--- src/rtl/pwr_pkg.sv ---
// Power-state and sequencer encodings shared by the power-management blocks.
// Deeper states are numerically larger, so plain compares order them.
package pwr_pkg;

  typedef enum logic [1:0] {
    PWR_ACTIVE = 2'b00,
    PWR_IDLE   = 2'b01,
    PWR_SLEEP  = 2'b10,
    PWR_OFF    = 2'b11
  } pwr_state_t;

  typedef enum logic [1:0] {
    SEQ_STABLE   = 2'b00,
    SEQ_QUIESCE  = 2'b01,
    SEQ_WAIT_ACK = 2'b10,
    SEQ_HOLD     = 2'b11
  } seq_state_t;

  localparam int CNT_W = 16;

  function automatic logic [CNT_W-1:0] sat_inc(input logic [CNT_W-1:0] v);
    return (&v) ? v : v + CNT_W'(1);
  endfunction

endpackage

--- src/rtl/pwr_vote_resolver.sv ---
// Shallowest-wins reduction over the valid votes, ties go to the lowest index.
// Latency: combinational; the parent registers the result.
// Backpressure: none, votes are level inputs sampled every cycle.
module pwr_vote_resolver
  import pwr_pkg::*;
#(
  parameter int NUM_REQ = 3,
  parameter int ID_W    = 2
) (
  input  logic [2*NUM_REQ-1:0] vote,
  input  logic [NUM_REQ-1:0]   vote_valid,
  output logic [1:0]           state,
  output logic [ID_W-1:0]      id
);

  logic found;

  always_comb begin
    state = PWR_ACTIVE;
    id    = '0;
    found = 1'b0;
    for (int k = 0; k < NUM_REQ; k++) begin
      // strict compare keeps the earliest requester on a tie
      if (vote_valid[k] && (!found || (vote[2*k +: 2] < state))) begin
        state = vote[2*k +: 2];
        id    = ID_W'(k);
        found = 1'b1;
      end
    end
  end

endmodule

--- src/rtl/pwr_state_sequencer.sv ---
// Resolves requester votes into a power target and sequences power_mgmt through it.
// Latency: target/grant 1 cycle after votes; deepening waits QUIESCE_CYCLES idle cycles.
// Backpressure: none upstream; waits up to ACK_TIMEOUT for power_mgmt ack, then dwells HOLD_CYCLES.
module pwr_state_sequencer
  import pwr_pkg::*;
#(
  parameter int  NUM_REQ        = 3,
  parameter int  QUIESCE_CYCLES = 16,
  parameter int  ACK_TIMEOUT    = 2048,
  parameter int  HOLD_CYCLES    = 32,
  localparam int ID_W           = (NUM_REQ > 1) ? $clog2(NUM_REQ) : 1
) (
  input  logic                 i_sys_clk,
  input  logic                 i_rst_n,
  input  logic [2*NUM_REQ-1:0] i_vote,
  input  logic [NUM_REQ-1:0]   i_vote_valid,
  input  logic                 i_core_busy,
  input  logic [1:0]           i_pwr_ack,
  input  logic                 i_wake_event,
  input  logic                 i_err_clr,
  output logic [1:0]           o_pwr_req,
  output logic                 o_wake_up_en,
  output logic [1:0]           o_target_state,
  output logic [ID_W-1:0]      o_grant_id,
  output logic                 o_busy,
  output logic                 o_timeout_err
);

  localparam logic [CNT_W-1:0] Q_LAST = CNT_W'(QUIESCE_CYCLES - 1);
  localparam logic [CNT_W-1:0] A_LAST = CNT_W'(ACK_TIMEOUT - 1);
  localparam logic [CNT_W-1:0] H_LAST = CNT_W'(HOLD_CYCLES - 1);

  logic [1:0]       res_state;
  logic [ID_W-1:0]  res_id;
  seq_state_t       state_q;
  logic [1:0]       committed_q;
  logic [1:0]       pending_q;
  logic [CNT_W-1:0] qcnt_q;
  logic [CNT_W-1:0] acnt_q;
  logic [CNT_W-1:0] hcnt_q;

  pwr_vote_resolver #(
    .NUM_REQ (NUM_REQ),
    .ID_W    (ID_W)
  ) u_resolver (
    .vote       (i_vote),
    .vote_valid (i_vote_valid),
    .state      (res_state),
    .id         (res_id)
  );

  assign o_busy = (state_q != SEQ_STABLE);

  // FSM decisions use the live resolution so the request lines up with o_target_state
  always_ff @(posedge i_sys_clk or negedge i_rst_n) begin
    if (!i_rst_n) begin
      state_q        <= SEQ_STABLE;
      committed_q    <= PWR_ACTIVE;
      pending_q      <= PWR_ACTIVE;
      qcnt_q         <= '0;
      acnt_q         <= '0;
      hcnt_q         <= '0;
      o_pwr_req      <= PWR_ACTIVE;
      o_wake_up_en   <= 1'b0;
      o_target_state <= PWR_ACTIVE;
      o_grant_id     <= '0;
      o_timeout_err  <= 1'b0;
    end else begin
      o_target_state <= res_state;
      o_grant_id     <= res_id;
      if (i_err_clr) o_timeout_err <= 1'b0;

      if (i_wake_event) begin
        committed_q  <= PWR_ACTIVE;
        o_pwr_req    <= PWR_ACTIVE;
        o_wake_up_en <= 1'b0;
        hcnt_q       <= '0;
        state_q      <= SEQ_HOLD;
      end else begin
        unique case (state_q)
          SEQ_STABLE: begin
            o_pwr_req <= committed_q;
            if (res_state > committed_q) begin
              qcnt_q  <= '0;
              state_q <= SEQ_QUIESCE;
            end else if (res_state < committed_q) begin
              // leaving OFF always goes through ACTIVE with the wake path enabled
              pending_q    <= (committed_q == PWR_OFF) ? PWR_ACTIVE : res_state;
              o_pwr_req    <= (committed_q == PWR_OFF) ? PWR_ACTIVE : res_state;
              o_wake_up_en <= (committed_q == PWR_OFF);
              acnt_q       <= '0;
              state_q      <= SEQ_WAIT_ACK;
            end
          end
          SEQ_QUIESCE: begin
            if (res_state <= committed_q) begin
              state_q <= SEQ_STABLE;
            end else if (i_core_busy) begin
              qcnt_q <= '0;
            end else if (qcnt_q >= Q_LAST) begin
              pending_q <= res_state;
              o_pwr_req <= res_state;
              acnt_q    <= '0;
              state_q   <= SEQ_WAIT_ACK;
            end else begin
              qcnt_q <= sat_inc(qcnt_q);
            end
          end
          SEQ_WAIT_ACK: begin
            if (i_pwr_ack == pending_q) begin
              committed_q  <= pending_q;
              o_wake_up_en <= 1'b0;
              hcnt_q       <= '0;
              state_q      <= SEQ_HOLD;
            end else if (acnt_q >= A_LAST) begin
              o_timeout_err <= 1'b1;
              o_pwr_req     <= PWR_ACTIVE;
              committed_q   <= PWR_ACTIVE;
              o_wake_up_en  <= 1'b0;
              hcnt_q        <= '0;
              state_q       <= SEQ_HOLD;
            end else begin
              acnt_q <= sat_inc(acnt_q);
            end
          end
          SEQ_HOLD: begin
            if ((res_state < committed_q) || (hcnt_q >= H_LAST)) begin
              state_q <= SEQ_STABLE;
            end else begin
              hcnt_q <= sat_inc(hcnt_q);
            end
          end
        endcase
      end
    end
  end

endmodule

--- config.mk ---
export PLATFORM = sky130hd
export DESIGN_NAME = pwr_state_sequencer
export DESIGN_NICKNAME = d
export VERILOG_FILES = /design/src/rtl/pwr_pkg.sv /design/src/rtl/pwr_vote_resolver.sv /design/src/rtl/pwr_state_sequencer.sv
export SDC_FILE = /design/constraint.sdc
export NUM_CORES = 1
export LEC_CHECK = 0
export BUFFER_PORTS_ARGS = -buffer_cell sky130_fd_sc_hd__clkbuf_2
export CAP_MARGIN = 0
export CORE_MARGIN = 4
export CORE_UTILIZATION = 55
export DETAILED_ROUTE_END_ITERATION = 6
export GPL_TIMING_DRIVEN = 1
export PLACE_DENSITY = 0.75
export REMOVE_ABC_BUFFERS = 1
export SLEW_MARGIN = 15
export SYNTH_ARGS = -nofsm -noshare
export SYNTH_HDL_FRONTEND = slang
export SYNTH_HIERARCHICAL = 1
export SYNTH_SLANG_ARGS = --single-unit
--- constraint.sdc ---
create_clock -name i_sys_clk -period 2.4 [get_ports i_sys_clk]
set_input_delay 0.12 -clock i_sys_clk [delete_from_list [all_inputs] [get_ports i_sys_clk]]
set_output_delay 0.12 -clock i_sys_clk [all_outputs]
set_load 0.005 [all_outputs]
After elaboration in Yosys (flattened, before gate mapping)
Cells that the tools add are included.
Storage, ports and cells
  input port bits: 16
  register bits: 62
  logic and storage cells: 145
Cells by class
  bitwise logic cells: 1
  mux-type cells: 65
  add/subtract/negate cells: 3
  reductions and logical operators: 27
  eq/ne operators: 30
  magnitude comparators: 8
Operator list (number)
  $mux 16: 18
  $pmux 16 s2: 2
  $mux 2: 27
  $add 16x1->16 const B: 3
  $pmux 16 s3: 1
  $reduce_and 16->1: 3
  $ne 3x3->1 const B: 12
  $ne 2x2->1 const B: 9
  $ge 16x11->1 const B: 1
  $ge 16x4->1 const B: 1
  $ge 16x5->1 const B: 1
  $ne 4x4->1 const B: 4
  $mux 1: 13
  $reduce_and 6->1: 2
  $reduce_bool 3->1: 4
  $reduce_and 10->1: 1
  $pmux 2 s4: 1
  $reduce_and 4->1: 2
  $reduce_and 7->1: 1
  $eq 2x2->1 const B: 3
  $lt 2x2->1: 3
  $pmux 2 s3: 1
  $reduce_bool 2->1: 3
  $reduce_and 5->1: 1
  other kinds (13): 17

Longest topological paths before layout
  word-level depth: 14
  depth in mapped cells: 19

Hierarchy
Netlist, hierarchy kept.
By module, submodules not included
  pwr_state_sequencer: times used 1, area each 3104.2 um2, sequential area each 1551.5 um2, cells an instance 317
  pwr_vote_resolver: times used 1, area each 157.7 um2, sequential area each 0.0 um2, cells an instance 23

Least setup slack after synthesis
OpenSTA, ideal clock, no wires.
  kind: input-to-reg
  start point: in i_vote[1]
  end point: reg acnt_q[3]
  data required time: 2.331 ns
  arrival: 3.710 ns
  cell stages on the path: 17
  path slack: -1.379 ns
  library setup time: 0.069 ns
  cell sequence: nand2_1 ha_1 a21oi_1 o21ai_0 mux2_2 ha_1 nand2b_1 o21ai_0 a21o_1 mux2i_1 ha_1 nor2b_1 o21ai_0 o31ai_1 nand2b_1 or4b_1 nand3_1
Between the ends
  word-level cells in the longest chain between the ends: 12
Ends and longest elaborated chain
  start, declared: RTL line pwr_state_sequencer.sv:15  | input logic [2*NUM_REQ-1:0] i_vote,
  $mux 2 (*): RTL line pwr_vote_resolver.sv:24  | if (vote_valid[k] && (!found || (vote[2*k +: 2] < state))) begin
  $lt 2x2->1: RTL line pwr_vote_resolver.sv:24
  $logic_or 1x1->1: RTL line pwr_vote_resolver.sv:24
  $logic_and 1x1->1: RTL line pwr_vote_resolver.sv:24
  $mux 2 / $mux 1 (equally long branches): RTL line pwr_vote_resolver.sv:24
  $lt 2x2->1 / $logic_not 1->1 (equally long branches): RTL line pwr_vote_resolver.sv:24
  $logic_or 1x1->1: RTL line pwr_vote_resolver.sv:24
  $logic_and 1x1->1: RTL line pwr_vote_resolver.sv:24
  $mux 2 (*): RTL line pwr_vote_resolver.sv:24
  named net res_state[1]: RTL line pwr_state_sequencer.sv:33  | logic [1:0] res_state;
  $lt 2x2->1 (tied with other cells): RTL line pwr_state_sequencer.sv:86  | end else if (res_state < committed_q) begin
  $ne 2x2->1 (no source line)
  $reduce_and 10->1 (no source line) (*)
  end signal, assigned: RTL line pwr_state_sequencer.sv:123  | acnt_q <= sat_inc(acnt_q);
  end, declared: RTL line pwr_state_sequencer.sv:39  | logic [CNT_W-1:0] acnt_q;
Mark *: on every way through the listed nets, which the timed path passes. The rest lies on a longest branch.
A chain may end at the register's enable or synchronous reset.

Final worst setup path
  start point: in i_vote_valid[0]
  end point: reg acnt_q[7]
Between the ends
  word-level cells in the longest chain between the ends: 12
Ends and longest elaborated chain
  start, declared: RTL line pwr_state_sequencer.sv:16  | input logic [NUM_REQ-1:0] i_vote_valid,
  $mux 2 / $mux 1 (equally long branches): RTL line pwr_vote_resolver.sv:24
  $lt 2x2->1 / $logic_not 1->1 (equally long branches): RTL line pwr_vote_resolver.sv:24
  $logic_or 1x1->1: RTL line pwr_vote_resolver.sv:24
  $logic_and 1x1->1: RTL line pwr_vote_resolver.sv:24
  $mux 2 / $mux 1 (equally long branches): RTL line pwr_vote_resolver.sv:24
  $lt 2x2->1 / $logic_not 1->1 (equally long branches): RTL line pwr_vote_resolver.sv:24
  $logic_or 1x1->1: RTL line pwr_vote_resolver.sv:24
  $logic_and 1x1->1: RTL line pwr_vote_resolver.sv:24
  $mux 2 (*): RTL line pwr_vote_resolver.sv:24
  named net res_state[1]: RTL line pwr_state_sequencer.sv:33
  $lt 2x2->1 (tied with other cells): RTL line pwr_state_sequencer.sv:86
  $ne 2x2->1 (no source line)
  $reduce_and 10->1 (no source line) (*)
Marks and branches as above.

==> flow_summary_export.csv <==
group,metric,value,unit
run_status,status,"complete, but fails checks",
run_status,failing_checks,"setup timing",
placement,globalplace.congestion,0.840,
synth,post_synth_edffs,0,
critical_path,worst_r2r_startpoint,"state_q[0]",
floorplanning,fp.dieH,85.0,um
clocking,clock_latency,0.35,ns
finish,layout_common_cells,"62 x dfrtp_1, 41 x buf_4, 25 x nand2_1",
synth,synth_ff_type,"dfrtp_1",
routing,routed_wire_length_per_instance,22.0,um
synth,ys_async_sr_fraction,100,%
finish,layout.nets,459,
critical_path,required,2.68,ns
critical_path,crit_start,"i_vote_valid[0]",
clocking,cts_tree,"yes",
sta,setup-violations-final,47,
pwr,power_per_cell_area,877,nW/um^2
sta,grt_setup_unrepaired,"yes",
hold_path,hold_path_startpoint,"i_pwr_ack[0]",
synth,register_bit_total_from_synthesis,62,
floorplanning,initial_utilization,57.8,%
sta,slew_viol_final,0,
global_routing,met3_grt_util,4.27,%
finish,layout.cells.most_common,"dfrtp_1",
sta,timing_worst_slew_pin_value,0.750,ns
global_routing,groute.layer.met2.usage,43.9,%
global_routing,antenna_found_initial,0,
global_routing,maximum_number_of_pins_on_one_net_before_global_route_repair,25,
clocking,clkSlewWorstSetupHoldPaths,0.08,ns
global_routing,grt_pass1_wl,15000,um
global_routing,grt_pass1_vias,3130,
global_routing,globalRouteTotalUtil,26.3,%
critical_path,timing.critical_path.from_type,"primary input",
synth,synth_largest_type_area_fraction,47.6,%
sta,setup_total_negative_slack,-41.70,ns
synth,ys_types,54,
critical_path,endpoint_kind,"register",
clocking,htreeDepth,3,
finish,areaGrowthSynthToFinish,46.6,%
routing,routed-via-count,3277,
placement,dp.final_hpwl,4930,um
finish,nFillCells,237,
synth,yosys_warnings,6,
placement,total_of_buffers_placed_on_input_and_output_ports,24,
sta,time_the_final_worst_path_needs_with_i_o_delays_and_setup,3.47,ns
routing,drc_errors,0,
floorplanning,die_area,7230,um^2
sta,finalHoldViolCount,0,
synth,synth.area.top_cells,"dfrtp_1 48%, ha_1 4.6%, nand2_1 3.7%",
critical_path,reg2regPathDepth,9,
routing,antenna_violating_nets_post_route,0,
hold_path,hold_path_class,"primary input to register",
synth,synthesis.area,3260,um^2
finish,finalCoreUtilization,84.8,%
finish,antenna-diode-count,0,
clocking,cts_root_buf,"clkbuf_8",
synth,synth_sequential_area_ratio,47.6,%
synth,synthDominantAreaCellType,"dfrtp_1",
hold_path,worstHoldPathCells,3,
sta,relSlewSlack,50.0,%
sta,clock_skew,0.0129,ns
routing,drtIter0Drc,354,
clocking,cts_inserted_buffers,9,
critical_path,crit_type,"primary input to register",
floorplanning,top_level_ports,25,
critical_path,regToRegEndpoint,"state_q[0]",
synth,netlist_instances,340,
sta,achievable-frequency,0.288,GHz
critical_path,timing.critical_path.fanout_max,3,
pwr,worst_ir_drop_vdd,0.000669,V
global_routing,grt_overflow,0,
critical_path,setup.reg_to_reg.worst_slack,-0.08,ns
critical_path,worst_endpoint_data_arrival_time,3.76,ns
global_routing,grtUsageMet1,32.8,%
sta,fin_ws,-1.07,ns
synth,syn-mean-instance-area,9.59,um^2
global_routing,busiest_layer,"met2",
routing,vias_per_cell,6.45,
floorplanning,placement_rows,27,
flow_run,maxCapViolations,0,
hold_path,worstHoldEndpoint,"committed_q[0]",
clocking,cts-root-to-sink-buffers,2,
routing,detail_route.first_pass.iterations,5,
placement,pre_cts_slack,-1.67,ns
clocking,clock-sinks,62,
pwr,total_leakage_power,0.00220,uW
finish,fraction_of_final_layout_cells_sized_beyond_drive_strength_1,42.0,%
floorplanning,die_width,85.0,um
routing,wirelength,11200,um
finish,area_taken_by_multi_input_logic_gates,2100,um^2
floorplanning,design.core.area,5640,um^2
sta,post-route-period-util,145,%
finish,final-seq-area,1550,um^2
synth_stat cells, types with 2 or more instances:
master and n:
nand2_1 32, nor4b_1 2, ha_1 12, a21oi_1 16, xnor2_1 2, nor2_1 28, a22o_1 4, mux2i_1 2
nor2b_1 17, dfrtp_1 62, and4_1 4, nand2b_1 5, a31oi_1 2, clkbuf_1 10, o211ai_1 2, o41ai_1 2
nand4_1 5, nor3_1 8, inv_1 12, and2_1 15, o21ai_0 18, o31ai_1 3, a32o_1 2, nand3b_1 3
a41oi_1 3, and3_1 7, or4b_1 3, a211oi_1 6, nand3_1 22, a21o_1 2, o31a_1 2, nor4_1 5
how the worst max path moves through the flow:
stage,endpoint,depth (start not counted)
after floorplan,acnt_q[3],17
after global placement,acnt_q[6],19
after detailed placement,qcnt_q[5],18
after CTS,acnt_q[7],20
after global routing,state_q[0],21
final,acnt_q[7],19
metrics by stage:
step | hold slack (ns) | instances | cell area, um^2 | power (uW)
6_report | 0.184 | 508 | 4780 | 4200
3_5_place_dp | 0.153 | 465 | 3720 | 2420
5_1_grt | 0.133 | 508 | 4780 | 4370
3_3_place_gp | 0.159 | 465 | 3720 | 2390
2_1_floorplan | -0.176 | 329 | 3210 | 1930
4_1_cts | 0.0935 | 500 | 4450 | 3760
layer usage:
layer  wire, um  share of wire (%)
met1       4310                 38
met2       5580                 50
met3        636                5.7
met4        675                6.0
met5          0                  0
critical path, cell delays in order:
cell and delay (ns):
buf_6 0.08, nand2_4 0.05, ha_4 0.27, a21oi_2 0.05
o21ai_2 0.15, mux2_4 0.34, ha_4 0.16, nand2b_4 0.16
o21ai_2 0.15, a21o_1 0.16, mux2i_2 0.36, ha_4 0.27
buf_4 0.14, nand2_4 0.08, o21ai_4 0.07, o31a_1 0.33
or3_4 0.43, o31ai_4 0.20, a22o_1 0.18
cells by family (layout without fill, tap and decap cells):
group,after synthesis,count (layout),synth area share (%)
muxes,4,4,1.42
and+or+nand+nor,163,163,27.0
AOI/OAI and AO/OA,74,74,16.0
xor gates and xnor gates,2,2,0.537
DFF,62,62,47.6
adders and majority gates,12,12,4.60
buffers and inverters,23,119,2.88
area by class of cell:
type,instances,area share (%)
multi-input cells,255,44.0
repair buffers,91,16.1
clock inverters,7,2.04
inverters,12,0.994
flip-flops and latches,62,32.4
well taps,72,1.88
clock buffers,9,2.59
repair_timing:
action,4_1_cts,5_1_grt
gates cloned,2,0
gates resized for setup,85,59
endpoints found under the setup margin,47,47
hold buffers,2,0
hold endpoints to repair,23,0
buffers inserted,16,10
pin swaps,47,31
state kept, by name (all words and copies together) (netlist names):
signal and cells:
hcnt_q 16, o_pwr_req 2, pending_q 2, o_grant_id 2, o_timeout_err 1, o_target_state 2, o_wake_up_en 1, committed_q 2
state_q 2, qcnt_q 16, acnt_q 16
power breakdown:
part	switching (uW)	total, uW	internal, uW
clock network	472	1060	588
registers	150	1300	1150
logic	1000	1840	833
Power figures use the tool's default switching activity.
